[src/rtl/axis_pkt_shaper_pkg.sv]
// Shared types and sizing helpers for the AXI-Stream token-bucket shaper.
package axis_pkt_shaper_pkg;

  typedef enum logic {MODE_PKT = 1'b0, MODE_BEAT = 1'b1} shaper_mode_t;
  typedef enum logic {S_IDLE = 1'b0, S_IN_PKT = 1'b1} state_t;

  // Whole bits of the credit register, sign included.
  function automatic int credit_w(input int mtu, input int burst_w);
    return ((mtu > burst_w) ? mtu : burst_w) + 2;
  endfunction

endpackage

[src/rtl/axis_shaper_credit.sv]
// Saturating signed fixed-point credit accumulator: +rate per clock, -1.0 per beat,
// clamped to [-(2**MTU), burst] whole beats.
module axis_shaper_credit
  import axis_pkt_shaper_pkg::*;
#(
  parameter int RATE_W  = 16,
  parameter int BURST_W = 8,
  parameter int MTU     = 10,
  parameter int CRED_W  = credit_w(MTU, BURST_W) + RATE_W
) (
  input  logic                     clk,
  input  logic                     rst,
  input  logic                     i_en,
  input  logic [RATE_W-1:0]        i_rate,
  input  logic [BURST_W-1:0]       i_burst,
  input  logic                     i_xfer,
  output logic signed [CRED_W-1:0] o_credit,
  output logic                     o_neg
);

  localparam logic signed [CRED_W-1:0] C_ZERO = '0;
  localparam logic signed [CRED_W-1:0] C_ONE  = CRED_W'(1) << RATE_W;
  localparam logic signed [CRED_W-1:0] C_LO   = -(CRED_W'(1) << (MTU + RATE_W));

  logic signed [CRED_W-1:0] r_credit;
  logic signed [CRED_W-1:0] w_rate;
  logic signed [CRED_W-1:0] w_hi;
  logic signed [CRED_W-1:0] w_sum;

  // The whole-bit headroom guarantees w_sum cannot wrap before saturation.
  assign w_rate = {{(CRED_W-RATE_W){1'b0}}, i_rate};
  assign w_hi   = {{(CRED_W-BURST_W-RATE_W){1'b0}}, i_burst, {RATE_W{1'b0}}};
  assign w_sum  = r_credit + w_rate - (i_xfer ? C_ONE : C_ZERO);

  always_ff @(posedge clk or posedge rst) begin
    if (rst)                r_credit <= '0;
    else if (!i_en)         r_credit <= '0;
    else if (w_sum > w_hi)  r_credit <= w_hi;
    else if (w_sum < C_LO)  r_credit <= C_LO;
    else                    r_credit <= w_sum;
  end

  assign o_credit = r_credit;
  assign o_neg    = r_credit[CRED_W-1];

endmodule

[src/rtl/axis_pkt_shaper.sv]
// AXI-Stream token-bucket rate shaper, zero-latency pass-through with packet or beat gating.
module axis_pkt_shaper
  import axis_pkt_shaper_pkg::*;
#(
  parameter int DATA_W  = 64,
  parameter int RATE_W  = 16,
  parameter int BURST_W = 8,
  parameter int MTU     = 10,
  parameter int CNT_W   = 32,
  parameter int CRED_W  = credit_w(MTU, BURST_W) + RATE_W
) (
  input  logic                     clk,
  input  logic                     rst,
  input  logic                     en,
  input  logic                     mode,
  input  logic [RATE_W-1:0]        rate,
  input  logic [BURST_W-1:0]       burst,
  input  logic                     stat_clear,
  output logic [CNT_W-1:0]         stall_count,
  input  logic [DATA_W-1:0]        i_tdata,
  input  logic                     i_tlast,
  input  logic                     i_tvalid,
  output logic                     i_tready,
  output logic [DATA_W-1:0]        o_tdata,
  output logic                     o_tlast,
  output logic                     o_tvalid,
  input  logic                     o_tready,
  output state_t                   o_dbg_state,
  output logic signed [CRED_W-1:0] o_dbg_credit
);

  state_t           r_state;
  state_t           w_state_nxt;
  shaper_mode_t     r_mode;
  logic [CNT_W-1:0] r_stall;
  logic             w_gate;
  logic             w_xfer;
  logic             w_neg;

  // Handshake: a beat moves when i_tvalid & o_tready & ~gate. gate depends only on
  // registers and en, so i_tready never depends on i_tvalid.
  assign w_gate   = en & w_neg & ((r_state == S_IDLE) | (r_mode == MODE_BEAT));
  assign w_xfer   = i_tvalid & o_tready & ~w_gate;
  assign o_tdata  = i_tdata;
  assign o_tlast  = i_tlast;
  assign o_tvalid = i_tvalid & ~w_gate;
  assign i_tready = o_tready & ~w_gate;

  axis_shaper_credit #(
    .RATE_W  (RATE_W),
    .BURST_W (BURST_W),
    .MTU     (MTU),
    .CRED_W  (CRED_W)
  ) u_credit (
    .clk      (clk),
    .rst      (rst),
    .i_en     (en),
    .i_rate   (rate),
    .i_burst  (burst),
    .i_xfer   (w_xfer),
    .o_credit (o_dbg_credit),
    .o_neg    (w_neg)
  );

  // Mode only changes between packets so a packet is shaped under one policy.
  always_ff @(posedge clk or posedge rst) begin
    if (rst) begin
      r_state <= S_IDLE;
      r_mode  <= MODE_PKT;
    end else begin
      r_state <= w_state_nxt;
      if (r_state == S_IDLE) r_mode <= shaper_mode_t'(mode);
    end
  end

  always_comb begin
    w_state_nxt = r_state;
    case (r_state)
      S_IDLE:   if (w_xfer & ~i_tlast) w_state_nxt = S_IN_PKT;
      S_IN_PKT: if (w_xfer & i_tlast)  w_state_nxt = S_IDLE;
      default:  w_state_nxt = S_IDLE;
    endcase
  end

  always_ff @(posedge clk or posedge rst) begin
    if (rst)                                   r_stall <= '0;
    else if (stat_clear)                       r_stall <= '0;
    else if (i_tvalid & w_gate & ~(&r_stall))  r_stall <= r_stall + CNT_W'(1);
  end

  assign stall_count = r_stall;
  assign o_dbg_state = r_state;

endmodule

[config.mk]
export PLATFORM = sky130hd
export DESIGN_NAME = axis_pkt_shaper
export DESIGN_NICKNAME = d
export VERILOG_FILES = /design/src/rtl/axis_pkt_shaper_pkg.sv /design/src/rtl/axis_shaper_credit.sv /design/src/rtl/axis_pkt_shaper.sv
export SDC_FILE = /design/constraint.sdc
export NUM_CORES = 1
export LEC_CHECK = 0
export ABC_AREA = 1
export BUFFER_PORTS_ARGS = -buffer_cell sky130_fd_sc_hd__buf_2
export CAP_MARGIN = 20
export CORE_ASPECT_RATIO = 1.25
export CORE_MARGIN = 1.5
export CORE_UTILIZATION = 55
export DETAILED_ROUTE_END_ITERATION = 6
export PLACE_DENSITY = 0.88
export SYNTH_ARGS = -nofsm -noshare
export SYNTH_HDL_FRONTEND = slang
export SYNTH_SLANG_ARGS = --single-unit
[constraint.sdc]
create_clock -name clk -period 9.4 [get_ports clk]
set_clock_uncertainty 0.15 [all_clocks]
set_input_delay 2.82 -clock clk [delete_from_list [all_inputs] [get_ports clk]]
set_output_delay 2.82 -clock clk [all_outputs]
set_load 0.01 [all_outputs]
==> key figures <==
Layout
  • P&R area growth vs syn: 6.69%
  • FILL cells: 1019
  • Final core occ: 0.611
  • Share of cells above drive strength 1: 0.158
  • # diodes: 0
  • Final net count: around 1.1k

GRT
  • Largest net degree at the start of global routing: 63
  • Gr usage total: 0.274
  • GRT Residual Overflow: 0
  • Vias in the first global route: between 5k and 6k
  • First-pass GRT wire length: approximately 26 mm
  • Initial antenna violation count: 0

Worst setup path
  • Worst path most repeated cell: nor2_1
  • Critical-path top delay cell: ha_1
  • WP buf/inv: 3
  • Max incr delay on CP: between 300 and 400 ps
  • CP endpoint kind: flop
  • CP max FO: 17
  • Critical path arrival: slightly above 7000 ps
  • CP Launch Type: input pin
  • Worst Path Class, Setup: in2reg
  • WP data required: about 9500 ps
  • Critical path's top delay family: simple AND/OR/NAND/NOR gates

Yosys
  • Synth warn: 0
  • Fraction of registers with async set/reset: 1.00
  • Mapped Avg Cell Area: 6.62 um2
  • Post-synth EDFFs: 0
  • Top FF cell, synth: dfrtp_1
  • Post-synthesis sequential element count: 62
  • Cell Area, Synth: slightly above 0.006 mm2
  • Sequential area share after synthesis: 0.253
  • Synth Net Count: approximately 1.1k
  • Synth cell types: 40
  • Post-Synthesis Cells: 927

CTS
  • Worst-skew pair later-pin latency: between 300 and 400 ps
  • Clock Tree Root: clkbuf_16
  • TritonCTS clock tree: built
  • CTS Buf Count: 9
  • Max Root-Sink Buffers: 2
  • Setup bufs post-CTS: 0
  • CTS Hold Bufs: 0
  • Htree depth: 3
  • CTS Sinks: 62
  • Post-CTS sizing: 0
  • Clock Pin Slew Worst Setup and Hold Paths: roughly 60 ps

Floorplan
  • Total core area: about 0.011 mm2
  • FP Rows: between 40 and 50
  • Initial Util: 0.572
  • Die width: just under 100 um
  • Die H: between 100 and 150 um
  • Num ports: between 200 and 250
  • DIE AREA: approximately 0.012 mm2

Timing
  • RSZ-0062 raised after global routing: false
  • Final setup viols: 0
  • Clock period minus worst slack: approximately 7000 ps
  • Fin. max-slew vios: 0
  • Crit share post-route: 0.743
  • FMAX: ~140 MHz
  • Final Hold Viols: 0
  • Final setup margin: about 2400 ps
  • Setup TNS: 0 ps
  • Worst slew pin tran: 853 ps
  • Max_slew headroom: 0.430

Route
  • First-pass detailed-route iteration total: 5
  • WL per Instance: between 10 and 15 um
  • DRC viols: 0
  • Vias per cell: between 5 and 6
  • DRT antenna net count: 0
  • DR vias: approximately 6.0k
  • Initial DRC Count: between 200 and 300
  • DRT Wirelength: roughly 16 mm

Run status
  • Outcome: finished, final reports clean

Job
  • Max-cap viol count: 0

Place
  • Worst slack at placement: about 2100 ps
  • Hpwl dp: 12.1 mm
  • Final GP Congestion: about 0.97
  • Number of buffers added on ports: 95

Pwr
  • Pwr dens: 316 mW/mm2
  • Total chip power: about 2100 uW
  • Maximum vdd ir drop: 176 uV
  • Leakage: 0.00362 uW

Worst hold path
  • Hold Path Class: reg2reg
metal layers:
metal | up-vias | routed length, um | GRT usage
li1 | 2932 | - | -
met1 | 2774 | 5970 | 0.294
met2 | 192 | 8070 | 0.500
met3 | 61 | 972 | 0.0570
met4 | 0 | 617 | 0.146
met5 | - | 0 | 0
where the power goes:
group | total (uW) | internal [uW] | switching [uW]
clock network | 367 | 239 | 128
registers | 336 | 310 | 26.6
logic | 1370 | 462 | 905
worst register-to-register path: cells and delay by family, from the launching register on:
family	cells	cell delay (ps)
flops	1	390
xor+xnor	1	180
fa+ha+maj	3	1010
simple gates	18	2050
buf+inv	2	120
compound gates	4	730
sequential cells by signal (all words and copies together), names as in the netlist, named ones only:
signal,cells
stall_count,32
u_credit.o_credit,28
r_mode,1
final timing paths:
path	slack, ps	startpoint	cells after the start	to
min	350	r_mode$_DFFE_PP0N_	2	r_mode$_DFFE_PP0N_
max	2420	en	28	u_credit.o_credit[3]$_DFF_PP0_
max in group asynchronous	5980	rst	3	u_credit.o_credit[24]$_DFF_PP0_
min reg2reg	350	r_mode$_DFFE_PP0N_	2	r_mode$_DFFE_PP0N_
min in group asynchronous	2550	rst	3	u_credit.o_credit[3]$_DFF_PP0_
max reg2reg	4710	flop	28	u_credit.o_credit[3]$_DFF_PP0_
placed cells by master, fill, tap and decap left out, types with 9 or more instances in the layout:
master | synthesis | layout
nand3_1 | 57 | 57
nor2_1 | 99 | 99
dfrtp_1 | 62 | 62
nor3_1 | 24 | 24
inv_1 | 175 | 174
xor2_1 | 14 | 14
nand2_1 | 192 | 192
ha_1 | 53 | 53
buf_2 | 5 | 95
nor2_2 | 12 | 12
a21oi_1 | 52 | 52
clkbuf_16 | 0 | 9
o21ai_0 | 26 | 26
nand4_1 | 14 | 14
synth_stat cells (4+ instances only):
library cell	instances	area share
nand2_1	192	0.12
inv_1	175	0.11
nor2_1	99	0.061
buf_4	67	0.082
dfrtp_1	62	0.25
nand3_1	57	0.047
ha_1	53	0.11
a21oi_1	52	0.042
o21ai_0	26	0.021
nor3_1	24	0.020
nand4_1	14	0.014
xor2_1	14	0.020
nor2_2	12	0.012
nand3b_1	7	0.0086
inv_2	6	0.0037
nand2_2	6	0.0061
buf_2	5	0.0041
o21a_1	5	0.0061
a21oi_2	4	0.0057
nor4_1	4	0.0041
o31ai_1	4	0.0049
xnor2_1	4	0.0057
metrics by stage:
stage / instances / hold slack (ps) / area [um2]
2_1_floorplan: 927 / 311 / 6130
3_3_place_gp: 1079 / 332 / 6230
3_5_place_dp: 1079 / 341 / 6230
4_1_cts: 1095 / 353 / 6550
5_1_grt: 1095 / 369 / 6550
6_report: 1095 / 347 / 6550
kinds of logic (layout without fill, tap and decap cells):
group | count (synthesis) | count (layout) | share of synthesized area
simple gates | 434 | 434 | 0.318
xor+xnor | 18 | 18 | 0.0257
flops | 62 | 62 | 0.253
fa+ha+maj | 53 | 53 | 0.108
buf+inv | 257 | 293 | 0.201
compound gates | 103 | 103 | 0.0944
layout make-up:
class / instances / area, um2 / share of cell area
Timing Repair Buffer: 96 / 483 / 0.0738
Clock inverter: 4 / 70.1 / 0.0107
Multi-Input combinational cell: 608 / 3350 / 0.512
Clock buffer: 12 / 246 / 0.0377
Tap cell: 132 / 165 / 0.0252
Inverter: 181 / 679 / 0.104
Sequential cell: 62 / 1550 / 0.237
Power figures use the tool's default switching activity.
